--- src/rtl/axis_hfilter121.sv ---
// Streaming 1x3 horizontal [1 2 1]/4 smoothing filter on an AXI-Stream pixel
// stream. Rows are delimited by tlast; edge pixels are replicated.
module axis_hfilter121 #(
  parameter int  LANES     = 1,
  parameter int  LANE_BITS = 8,
  localparam int DATA_BITS = LANES * LANE_BITS
) (
  input  logic                 clk_i,
  input  logic                 rstn_i,
  input  logic [DATA_BITS-1:0] axis_s_data_i,
  input  logic                 axis_s_valid_i,
  output logic                 axis_s_ready_o,
  input  logic                 axis_s_last_i,
  output logic [DATA_BITS-1:0] axis_m_data_o,
  output logic                 axis_m_valid_o,
  input  logic                 axis_m_ready_i,
  output logic                 axis_m_last_o
);

  // Handshake: a beat moves on a rising edge where valid && ready are both high;
  // valid never waits on ready, and a presented output beat holds until taken.
  typedef enum logic [1:0] {
    EMPTY = 2'd0,
    HAVE  = 2'd1,
    FLUSH = 2'd2
  } state_e;

  state_e               state_q, state_d;
  logic [DATA_BITS-1:0] prev_q, prev_d;
  logic [DATA_BITS-1:0] cur_q, cur_d;
  logic [DATA_BITS-1:0] m_data_q;
  logic                 m_valid_q;
  logic                 m_last_q;

  logic                 slot_free;
  logic                 s_accept;
  logic                 emit;
  logic [DATA_BITS-1:0] emit_data;
  logic                 emit_last;
  logic [DATA_BITS-1:0] tap_c;
  logic [DATA_BITS-1:0] filt;

  // Each lane sums in LANE_BITS+2 bits so carries stay inside the lane.
  function automatic logic [DATA_BITS-1:0] kern121(
    input logic [DATA_BITS-1:0] a,
    input logic [DATA_BITS-1:0] b,
    input logic [DATA_BITS-1:0] c
  );
    logic [LANE_BITS+1:0] sum;
    kern121 = '0;
    for (int l = 0; l < LANES; l++) begin
      sum = {2'b00, a[l*LANE_BITS +: LANE_BITS]}
          + {1'b0, b[l*LANE_BITS +: LANE_BITS], 1'b0}
          + {2'b00, c[l*LANE_BITS +: LANE_BITS]}
          + (LANE_BITS+2)'(2);
      kern121[l*LANE_BITS +: LANE_BITS] = LANE_BITS'(sum >> 2);
    end
  endfunction

  assign slot_free      = !m_valid_q || axis_m_ready_i;
  assign axis_s_ready_o = rstn_i && slot_free && (state_q != FLUSH);
  assign s_accept       = axis_s_valid_i && axis_s_ready_o;

  // In FLUSH the right neighbour is the row's last pixel itself.
  assign tap_c = (state_q == FLUSH) ? cur_q : axis_s_data_i;
  assign filt  = kern121(prev_q, cur_q, tap_c);

  always_comb begin
    state_d   = state_q;
    prev_d    = prev_q;
    cur_d     = cur_q;
    emit      = 1'b0;
    emit_data = filt;
    emit_last = 1'b0;
    case (state_q)
      EMPTY: begin
        if (s_accept) begin
          if (axis_s_last_i) begin
            // 1-pixel row: f(x,x,x) == x exactly, so pass it straight through.
            emit      = 1'b1;
            emit_data = axis_s_data_i;
            emit_last = 1'b1;
          end else begin
            prev_d  = axis_s_data_i;
            cur_d   = axis_s_data_i;
            state_d = HAVE;
          end
        end
      end
      HAVE: begin
        if (s_accept) begin
          emit   = 1'b1;
          prev_d = cur_q;
          cur_d  = axis_s_data_i;
          if (axis_s_last_i) begin
            state_d = FLUSH;
          end
        end
      end
      FLUSH: begin
        if (slot_free) begin
          emit      = 1'b1;
          emit_last = 1'b1;
          state_d   = EMPTY;
        end
      end
      default: begin
        state_d = EMPTY;
      end
    endcase
  end

  always_ff @(posedge clk_i or negedge rstn_i) begin
    if (!rstn_i) begin
      state_q <= EMPTY;
      prev_q  <= '0;
      cur_q   <= '0;
    end else begin
      state_q <= state_d;
      prev_q  <= prev_d;
      cur_q   <= cur_d;
    end
  end

  // Output register only advances when the slot is free, so data and last
  // stay frozen while the downstream stalls a presented beat.
  always_ff @(posedge clk_i or negedge rstn_i) begin
    if (!rstn_i) begin
      m_valid_q <= 1'b0;
      m_data_q  <= '0;
      m_last_q  <= 1'b0;
    end else if (slot_free) begin
      m_valid_q <= emit;
      if (emit) begin
        m_data_q <= emit_data;
        m_last_q <= emit_last;
      end
    end
  end

  assign axis_m_data_o  = m_data_q;
  assign axis_m_valid_o = m_valid_q;
  assign axis_m_last_o  = m_last_q;

endmodule

--- config.mk ---
export PLATFORM = sky130hd
export DESIGN_NAME = axis_hfilter121
export DESIGN_NICKNAME = d
export VERILOG_FILES = /design/src/rtl/axis_hfilter121.sv
export SDC_FILE = /design/constraint.sdc
export NUM_CORES = 1
export LEC_CHECK = 0
export ABC_CLOCK_PERIOD_IN_PS = 3610
export CAP_MARGIN = 20
export CORE_ASPECT_RATIO = 1.2
export CORE_MARGIN = 2
export CORE_UTILIZATION = 40
export CTS_CLUSTER_SIZE = 10
export DETAILED_ROUTE_END_ITERATION = 10
export PLACE_DENSITY_LB_ADDON = 0.15
export SLEW_MARGIN = 20
export SYNTH_ARGS = -nofsm -noshare
export SYNTH_HDL_FRONTEND = slang
export SYNTH_SLANG_ARGS = --single-unit
--- constraint.sdc ---
create_clock -name clk_i -period 3.61 [get_ports clk_i]
set_clock_uncertainty 0.05 [all_clocks]
set_input_delay 0.9025 -clock clk_i [delete_from_list [all_inputs] [get_ports clk_i]]
set_output_delay 0.9025 -clock clk_i [all_outputs]
set_load 0.05 [all_outputs]
==> results.toml, run 1 <==
[run_status]
outcome = "finished, final reports clean"

[sta]
worst_pin_slew_ns = 0.5032
max_freq_mhz = 307.2
hold_slack_ns = 0.4760
final-max-slew-violation-count = 0
fin_setup_tns_ns = 0
slew_headroom = 0.6635
min_period_ns = 3.255
finalHoldViolCount = 0
grt_setup_unrepaired = "false"
setup_viol = 0
period_share = 0.9017

[floorplan]
boundaryPins = 24
die_width_um = 67.46
start_util = 0.4177
core_area_um2 = 4628
std_cell_rows = 27
die-area_um2 = 5407
die_height_um = 80.16

[final_layout]
nNetsFinal = 263
drive_gt1_frac = 0.1538
final_cell_area_um2 = 2340
fill_cells = 442
diodes = 0
syn2layout_area_growth_pct = 21.04
fin_util = 0.5055

[detailed_routing]
num_vias = 1604
routed_wl_mm = 4.399
wl_per_cell_um = 15.07
ant_nets = 0
drtIter0Drc = 62
drc = 0
dr.pass1.iters = 5
vias_per_cell = 5.493

[synthesis]
synth_cell_types = 49
synth_top_cell_by_area = "dfrtp_1"
synth-main-ff-cell = "dfrtp_1"
synth-async-reset-ratio = 1.000
yosys-top-cells-area = "dfrtp_1, fa_1, ha_1"
synth_top_area_frac = 0.3625
yosysWarnings = 0
seq_area_frac_synth = 0.3625
synth-edff-count = 0
synth_seq_cells = 28
synth_area_per_cell_um2 = 9.570
syn_nets = 230
netlist_area_um2 = 1933
synthTopCellsByCount = "dfrtp_1, nand2_1, nor2_1"
synth_cells = 202

[worst_setup_path]
slowest_stage = "clkdlybuf4s50_1"
cp_num_cells = 10
cpMostUsedCell = "nand2_1"
regToRegSetupSlack_ns = 0.59
critPathKind = "in -> reg"
worstPathArrival_ns = 3.37
cpLargestDelayFamily = "adder cells"
crit_path_end_kind = "flop"
crit_end = "axis_m_data_o[6]$_DFFE_PN0P_"
cpPeakStageDelay_ns = 0.55
required_ns = 3.73
crit_buf_inv = 1
critPathMaxFanout = 7
r2r_end = "axis_m_data_o[6]$_DFFE_PN0P_"
worstPathCellList = "clkdlybuf4s50_1 > nand2_1 > nand2_1 > fa_1 > ha_1 > and4_1 > nand2_1 > o21ai_1 > nor2_1 > o311a_1"
r2r_cells = 11
worst_setup_path_start_kind = "input pin"
regToRegStartpoint = "state_q[0]$_DFFE_PN0P_"
crit_start = "axis_s_data_i[3]"

[place]
io_buffers = 23
gp_congestion = 0.8703
placed_cell_area_um2 = 2285
dpl.hpwl_mm = 3.321

[global_routing]
grt_pass1_wl_mm = 7.596
gr-usage-all-layers = 0.1860
grt-ovfl-total = 0
antenna_found_initial = 0
grt_start_max_net_pins = 17
grt_pass1_vias = 1644

[pwr]
leakage_nw = 1.013
ir_drop_uv = 378.3
p_per_area_nw_per_um2 = 865.0

[cts]
clockRootBuffer = "clkbuf_8"
htreeDepth = 1
clk_latency_ns = 0.28
clock_path_buffers = 2
cts_tree = "built"
cts_setup_buffers = 0
cts_resized = 0
numCtsBuffers = 3
cts_hold_buf = 0
clkTransAtPathRegs_ns = 0.10
cts.sink_count = 28

[hold_path]
hp-class = "reg -> reg"

[flow_run]
cap_violations = 0
worst min-delay path by stage:
stage | startpoint | endpoint | slack, ns | cells after the start
6_report | axis_m_data_o[1]$_DFFE_PN0P_ | axis_m_data_o[1]$_DFFE_PN0P_ | 0.48 | 1
5_1_grt | axis_m_data_o[1]$_DFFE_PN0P_ | axis_m_data_o[1]$_DFFE_PN0P_ | 0.50 | 1
4_1_cts | axis_m_data_o[1]$_DFFE_PN0P_ | axis_m_data_o[1]$_DFFE_PN0P_ | 0.48 | 1
3_5_place_dp | axis_m_data_o[1]$_DFFE_PN0P_ | axis_m_data_o[1]$_DFFE_PN0P_ | 0.45 | 1
3_3_place_gp | axis_m_data_o[1]$_DFFE_PN0P_ | axis_m_data_o[1]$_DFFE_PN0P_ | 0.45 | 1
2_1_floorplan | prev_q[0]$_DFFE_PN0P_ | prev_q[0]$_DFFE_PN0P_ | 0.44 | 2
logic make-up (layout without fill, tap and decap cells):
kind of cell / count (synthesis) / after routing / synth area share
and+or+nand+nor: 78 / 78 / 0.2116
adders and majority gates: 15 / 15 / 0.1204
xor gates and xnor gates: 1 / 1 / 0.004532
buffers and inverters: 12 / 44 / 0.03819
AOI/OAI and AO/OA: 53 / 53 / 0.1806
DFF: 28 / 28 / 0.3625
muxes: 15 / 15 / 0.08220
per-stage QoR:
step	power, mW	setup WS (ns)	cells
after CTS	2.037	0.3574	292
after detailed placement	1.831	0.05341	288
after global placement	1.826	0.1215	288
after global routing	2.225	0.1622	292
final	2.024	0.3549	292
after floorplan	1.502	0.7739	202
worst reg2reg max path: cells and delay by family, from the launching register on:
kind	cells	cell delay, ns
DFF	1	0.39
and+or+nand+nor	6	0.85
buffers and inverters	1	0.22
AOI/OAI and AO/OA	2	0.59
adders and majority gates	2	0.81
flip-flops by register name (all words and copies together) (netlist names):
signal	count
axis_m_data_o	8
cur_q	8
prev_q	8
state_q	2
axis_m_last_o	1
axis_m_valid_o	1
layer usage:
metal	wire length [um]	track usage
met1	2006	0.2386
met4	57	0.06327
met2	2188	0.3127
met3	147	0.02941
met5	0	0
power by group:
| part | total, mW | internal, mW | leakage, nW | switching, mW |
|---|---|---|---|---|
| sequential | 0.533 | 0.435 | 0.323 | 0.0980 |
| combinational | 1.29 | 0.546 | 0.662 | 0.747 |
| clock | 0.198 | 0.0978 | 0.0288 | 0.0999 |
| total | 2.02 | 1.08 | 1.01 | 0.945 |
cells in the final DEF, fill, tap and decap left out, drive strengths merged, types with 2 or more instances in the layout:
master | Yosys | final
a211oi | 3 | 3
a21boi | 2 | 2
a21o | 3 | 3
a21oi | 17 | 17
a31oi | 7 | 7
and2 | 2 | 2
and3 | 2 | 2
buf | 6 | 14
clkbuf | 2 | 4
clkdlybuf4s50 | 0 | 22
dfrtp | 28 | 28
fa | 6 | 6
ha | 9 | 9
inv | 4 | 4
mux2 | 7 | 7
mux2i | 8 | 8
nand2 | 28 | 28
nand2b | 2 | 2
nand3 | 6 | 6
nor2 | 19 | 19
nor2b | 4 | 4
nor3 | 4 | 4
nor4 | 2 | 2
o21ai | 10 | 10
o221ai | 2 | 2
o22ai | 2 | 2
or2 | 2 | 2
or3 | 2 | 2
final cells by class:
| type | count | area [um2] | share of cell area |
|---|---|---|---|
| Tap cell | 58 | 72.57 | 0.03102 |
| Sequential cell | 28 | 700.7 | 0.2995 |
| Timing Repair Buffer | 36 | 337.8 | 0.1444 |
| Inverter | 4 | 15.01 | 0.006417 |
| Multi-Input combinational cell | 162 | 1159 | 0.4952 |
| Clock buffer | 4 | 55.05 | 0.02353 |
No activity file was read; power rests on OpenSTA's default activity.
==> run 2, diff against run 1 <==
- DONT_BUFFER_PORTS: not set -> 1
==> results.toml, run 2 (synthesis results as in run 1) <==
[run_status]
outcome = "finished, final reports clean"

[place]
io_buffers = 0
dpl.hpwl_mm = 3.258
gp_congestion = 0.8789
dp_slack_ns = 0.2656

[detailed_routing]
route.met3.wl_um = 188
routed_wl_mm = 4.431
drc = 0
drtIter0Drc = 69
ant_nets = 0
dr_wl_met2_mm = 2.260
num_vias = 1501
top_layer_used = "met4"
wl_per_cell_um = 17.24
met1_length_mm = 1.931
dr.pass1.iters = 4
vias_per_cell = 5.840

[hold_path]
hp-class = "in -> async"

[worst_setup_path]
r2r_end = "axis_m_data_o[6]$_DFFE_PN0P_"
required_ns = 3.73
r2r_cells = 10
crit_path_end_kind = "flop"
crit_start = "state_q[1]$_DFFE_PN0P_"
critPathKind = "reg -> reg"
regToRegSetupSlack_ns = 0.21
critPathMaxFanout = 8
regToRegStartpoint = "state_q[1]$_DFFE_PN0P_"
worst_setup_path_start_kind = "flop"
worstPathArrival_ns = 3.51

[sta]
finalHoldViolCount = 0
fin_setup_tns_ns = 0
slew_headroom = 0.4781
final-max-slew-violation-count = 0
setup_viol = 0
period_share = 0.9409
max_freq_mhz = 294.4
fin_ws_ns = 0.2135
worst_pin_slew_ns = 0.7813
grt_setup_unrepaired = "false"
min_period_ns = 3.397

[global_routing]
gr-usage-all-layers = 0.1776
grt_pass1_vias = 1490
grt_start_max_net_pins = 32
grt-ovfl-total = 0
grt_pass1_wl_mm = 7.189
antenna_found_initial = 0

[floorplan]
die-area_um2 = 5407
boundaryPins = 24
die_width_um = 67.46
std_cell_rows = 27
die_height_um = 80.16
core_area_um2 = 4628
start_util = 0.4177

[cts]
clockRootBuffer = "clkbuf_8"
numCtsBuffers = 3
cts.sink_count = 28
cts_setup_buffers = 0
cts_resized = 0
htreeDepth = 1
clkTransAtPathRegs_ns = 0.09
clock_path_buffers = 2
cts_hold_buf = 0
cts_tree = "built"
clk_latency_ns = 0.28

[final_layout]
syn2layout_area_growth_pct = 3.625
nNetsFinal = 229
final_cell_mix = "nand2_1, dfrtp_1, nor2_1"
diodes = 0
drive_gt1_frac = 0.1156

[flow_run]
cap_violations = 0

[pwr]
ir_drop_uv = 407.2
leakage_nw = 0.8549
p_per_area_nw_per_um2 = 932.2
-- run 2: critical path, stage by stage, from the launching register on --
cell	delay, ns
dfrtp_1	0.60
nor2b_1	0.60
nand2_1	0.12
nand2_1	0.10
fa_1	0.41
ha_1	0.39
and4_1	0.21
nand2_1	0.06
o21ai_1	0.27
nor2_1	0.13
o311a_1	0.36
-- run 2: power by group --
part / switching (mW) / internal, mW
Clock: 0.0984 / 0.0752
Combinational: 0.534 / 0.433
Sequential: 0.294 / 0.432
Total: 0.927 / 0.940
-- run 2: worst max-delay path by stage --
stage | to | slack [ns] | cells after the start
6_report | axis_m_data_o[6]$_DFFE_PN0P_ | 0.21 | 10
5_1_grt | axis_m_data_o[6]$_DFFE_PN0P_ | 0.02 | 10
4_1_cts | axis_m_data_o[6]$_DFFE_PN0P_ | 0.25 | 10
3_5_place_dp | axis_m_data_o[6]$_DFFE_PN0P_ | 0.27 | 10
3_3_place_gp | axis_m_data_o[6]$_DFFE_PN0P_ | 0.38 | 10
2_1_floorplan | axis_m_data_o[6]$_DFFE_PN0P_ | 0.77 | 13
-- run 2: area by class of cell --
cell class | instances | area, um2
Multi-Input combinational cell | 162 | 1159
Sequential cell | 28 | 700.7
Tap cell | 58 | 72.57
Clock buffer | 3 | 41.29
Timing Repair Buffer | 2 | 15.01
Fill cell | 469 | 2625
Inverter | 4 | 15.01
-- run 2: through the flow --
step | hold slack [ns] | power (mW) | cell area, um2 | utilization | cells
finish | 0.2540 | 1.867 | 2003 | 0.4328 | 257
detailed placement | 0.4744 | 1.701 | 1962 | 0.4239 | 254
global placement | 0.4669 | 1.665 | 1962 | 0.4239 | 254
floorplan | 0.4384 | 1.502 | 1933 | - | 202
global route | 0.2311 | 2.035 | 2003 | 0.4328 | 257
CTS | 0.2453 | 1.887 | 2003 | 0.4328 | 257
-- run 2: routing by layer --
| metal | track usage | vias to the layer above |
|---|---|---|
| met5 | 0 | - |
| met2 | 0.3010 | 29 |
| li1 | - | 727 |
| met1 | 0.2215 | 741 |
| met3 | 0.02941 | 4 |
| met4 | 0.06735 | 0 |
==> run 3, diff against run 2 <==
- CORE_MARGIN: 2 -> not set
==> results.toml, run 3 (synthesis results as in run 1) <==
[detailed_routing]
wl_per_cell_um = 17.46
num_vias = 1527
drc = 0
vias_per_cell = 5.896
dr.pass1.iters = 4
routed_wl_mm = 4.523
drtIter0Drc = 55
ant_nets = 0

[place]
gp_congestion = 0.8572
dpl.hpwl_mm = 3.337
io_buffers = 0

[worst_setup_path]
crit_start = "state_q[1]$_DFFE_PN0P_"
crit_buf_inv = 1
cpLargestDelayFamily = "adder cells"
regToRegSetupSlack_ns = 0.54
cpMostUsedCell = "nand2_1"
cp_num_cells = 11
critPathKind = "reg -> reg"
cpPeakStageDelay_ns = 0.60
r2r_end = "axis_m_data_o[6]$_DFFE_PN0P_"
r2r_cells = 11
worstPathCellList = "nor2b_1 > buf_4 > nand2_1 > nand2_1 > fa_1 > ha_1 > and4_1 > nand2_1 > o21ai_1 > nor2_1 > o311a_1"
worst_setup_path_start_kind = "flop"
critPathMaxFanout = 8
slowest_stage = "dfrtp_1"
required_ns = 3.73
worstPathArrival_ns = 3.19
crit_path_end_kind = "flop"
crit_end = "axis_m_data_o[6]$_DFFE_PN0P_"
regToRegStartpoint = "state_q[1]$_DFFE_PN0P_"

[run_status]
outcome = "finished, final reports clean"

[final_layout]
final_cell_mix = "nand2_1, dfrtp_1, nor2_1"
diodes = 0
syn2layout_area_growth_pct = 4.725
drive_gt1_frac = 0.1244
fin_util = 0.4374
nNetsFinal = 230

[floorplan]
die_width_um = 65.46
core_area_um2 = 4628
die_height_um = 78.16
die-area_um2 = 5116
start_util = 0.4177
std_cell_rows = 27
boundaryPins = 24

[sta]
max_freq_mhz = 326.2
setup_viol = 0
min_period_ns = 3.065
period_share = 0.8492
grt_setup_unrepaired = "false"
fin_setup_tns_ns = 0
final-max-slew-violation-count = 0
finalHoldViolCount = 0
slew_headroom = 0.4845
worst_pin_slew_ns = 0.7717

[global_routing]
grt_pass1_wl_mm = 7.410
grt_pass1_vias = 1524
grt_start_max_net_pins = 32
antenna_found_initial = 0
grt-ovfl-total = 0
gr-usage-all-layers = 0.1929

[pwr]
p_per_area_nw_per_um2 = 932.1
ir_drop_uv = 346.4
leakage_nw = 0.8675

[cts]
cts_setup_buffers = 0
htreeDepth = 1
cts.sink_count = 28
cts_hold_buf = 0
numCtsBuffers = 3
clockRootBuffer = "clkbuf_8"
clock_path_buffers = 2
clkTransAtPathRegs_ns = 0.10
cts_tree = "built"
clk_latency_ns = 0.28
cts_resized = 0

[hold_path]
hp-class = "in -> async"

[flow_run]
cap_violations = 0
run 3: cell count changes in the layout (fill, tap and decap cells not counted), sizes merged:
| cell | before | now |
|---|---|---|
| buf | 2 | 3 |
| clkbuf | 3 | 4 |
run 3: worst min-delay path by stage:
stage | startpoint | endpoint | slack [ns] | cells past startpoint
after floorplan | prev_q[0]$_DFFE_PN0P_ | prev_q[0]$_DFFE_PN0P_ | 0.44 | 2
after global placement | prev_q[0]$_DFFE_PN0P_ | prev_q[0]$_DFFE_PN0P_ | 0.46 | 2
after detailed placement | prev_q[0]$_DFFE_PN0P_ | prev_q[0]$_DFFE_PN0P_ | 0.49 | 2
after CTS | rstn_i | axis_m_valid_o$_DFFE_PN0N_ | 0.25 | 0
after global routing | rstn_i | cur_q[1]$_DFFE_PN0P_ | 0.24 | 0
final | rstn_i | state_q[0]$_DFFE_PN0P_ | 0.26 | 0
run 3: area by class of cell:
class,instances,area (um2)
Fill cell,452,2604
Multi-Input combinational cell,162,1159
Sequential cell,28,700.7
Tap cell,58,72.57
Clock buffer,4,55.05
Timing Repair Buffer,3,22.52
Inverter,4,15.01
run 3: through the flow:
step                power [mW]  std cells  area, um2  hold WS, ns  setup WS, ns
floorplan                1.502        202       1933       0.4384        0.7739
CTS                      1.911        259       2024       0.2466        0.5074
global placement         1.685        255       1969       0.4632        0.5537
detailed placement       1.706        255       1969       0.4941        0.5358
finish                   1.887        259       2024       0.2553        0.5446
global route             2.063        259       2024       0.2367        0.3346
run 3: where the power goes:
part / leakage [nW] / internal [mW] / switching, mW / total (mW)
Clock: 0.0288 / 0.0977 / 0.0973 / 0.195
Sequential: 0.323 / 0.432 / 0.292 / 0.724
Combinational: 0.516 / 0.433 / 0.535 / 0.968
run 3: routing by layer:
metal	GRT usage	routed length, um	vias to the layer above
li1	-	-	729
met1	0.2435	1919	742
met2	0.3196	2268	45
met3	0.03634	219	11
met4	0.07826	115	0
met5	0	0	-
run 3: worst reg2reg max path, delay by kind of cell (launching register included):
| family | cells | cell delay [ns] |
|---|---|---|
| AOI/OAI and AO/OA | 2 | 0.61 |
| adders and majority gates | 2 | 0.79 |
| buffers and inverters | 1 | 0.18 |
| DFF | 1 | 0.60 |
| and+or+nand+nor | 6 | 0.72 |
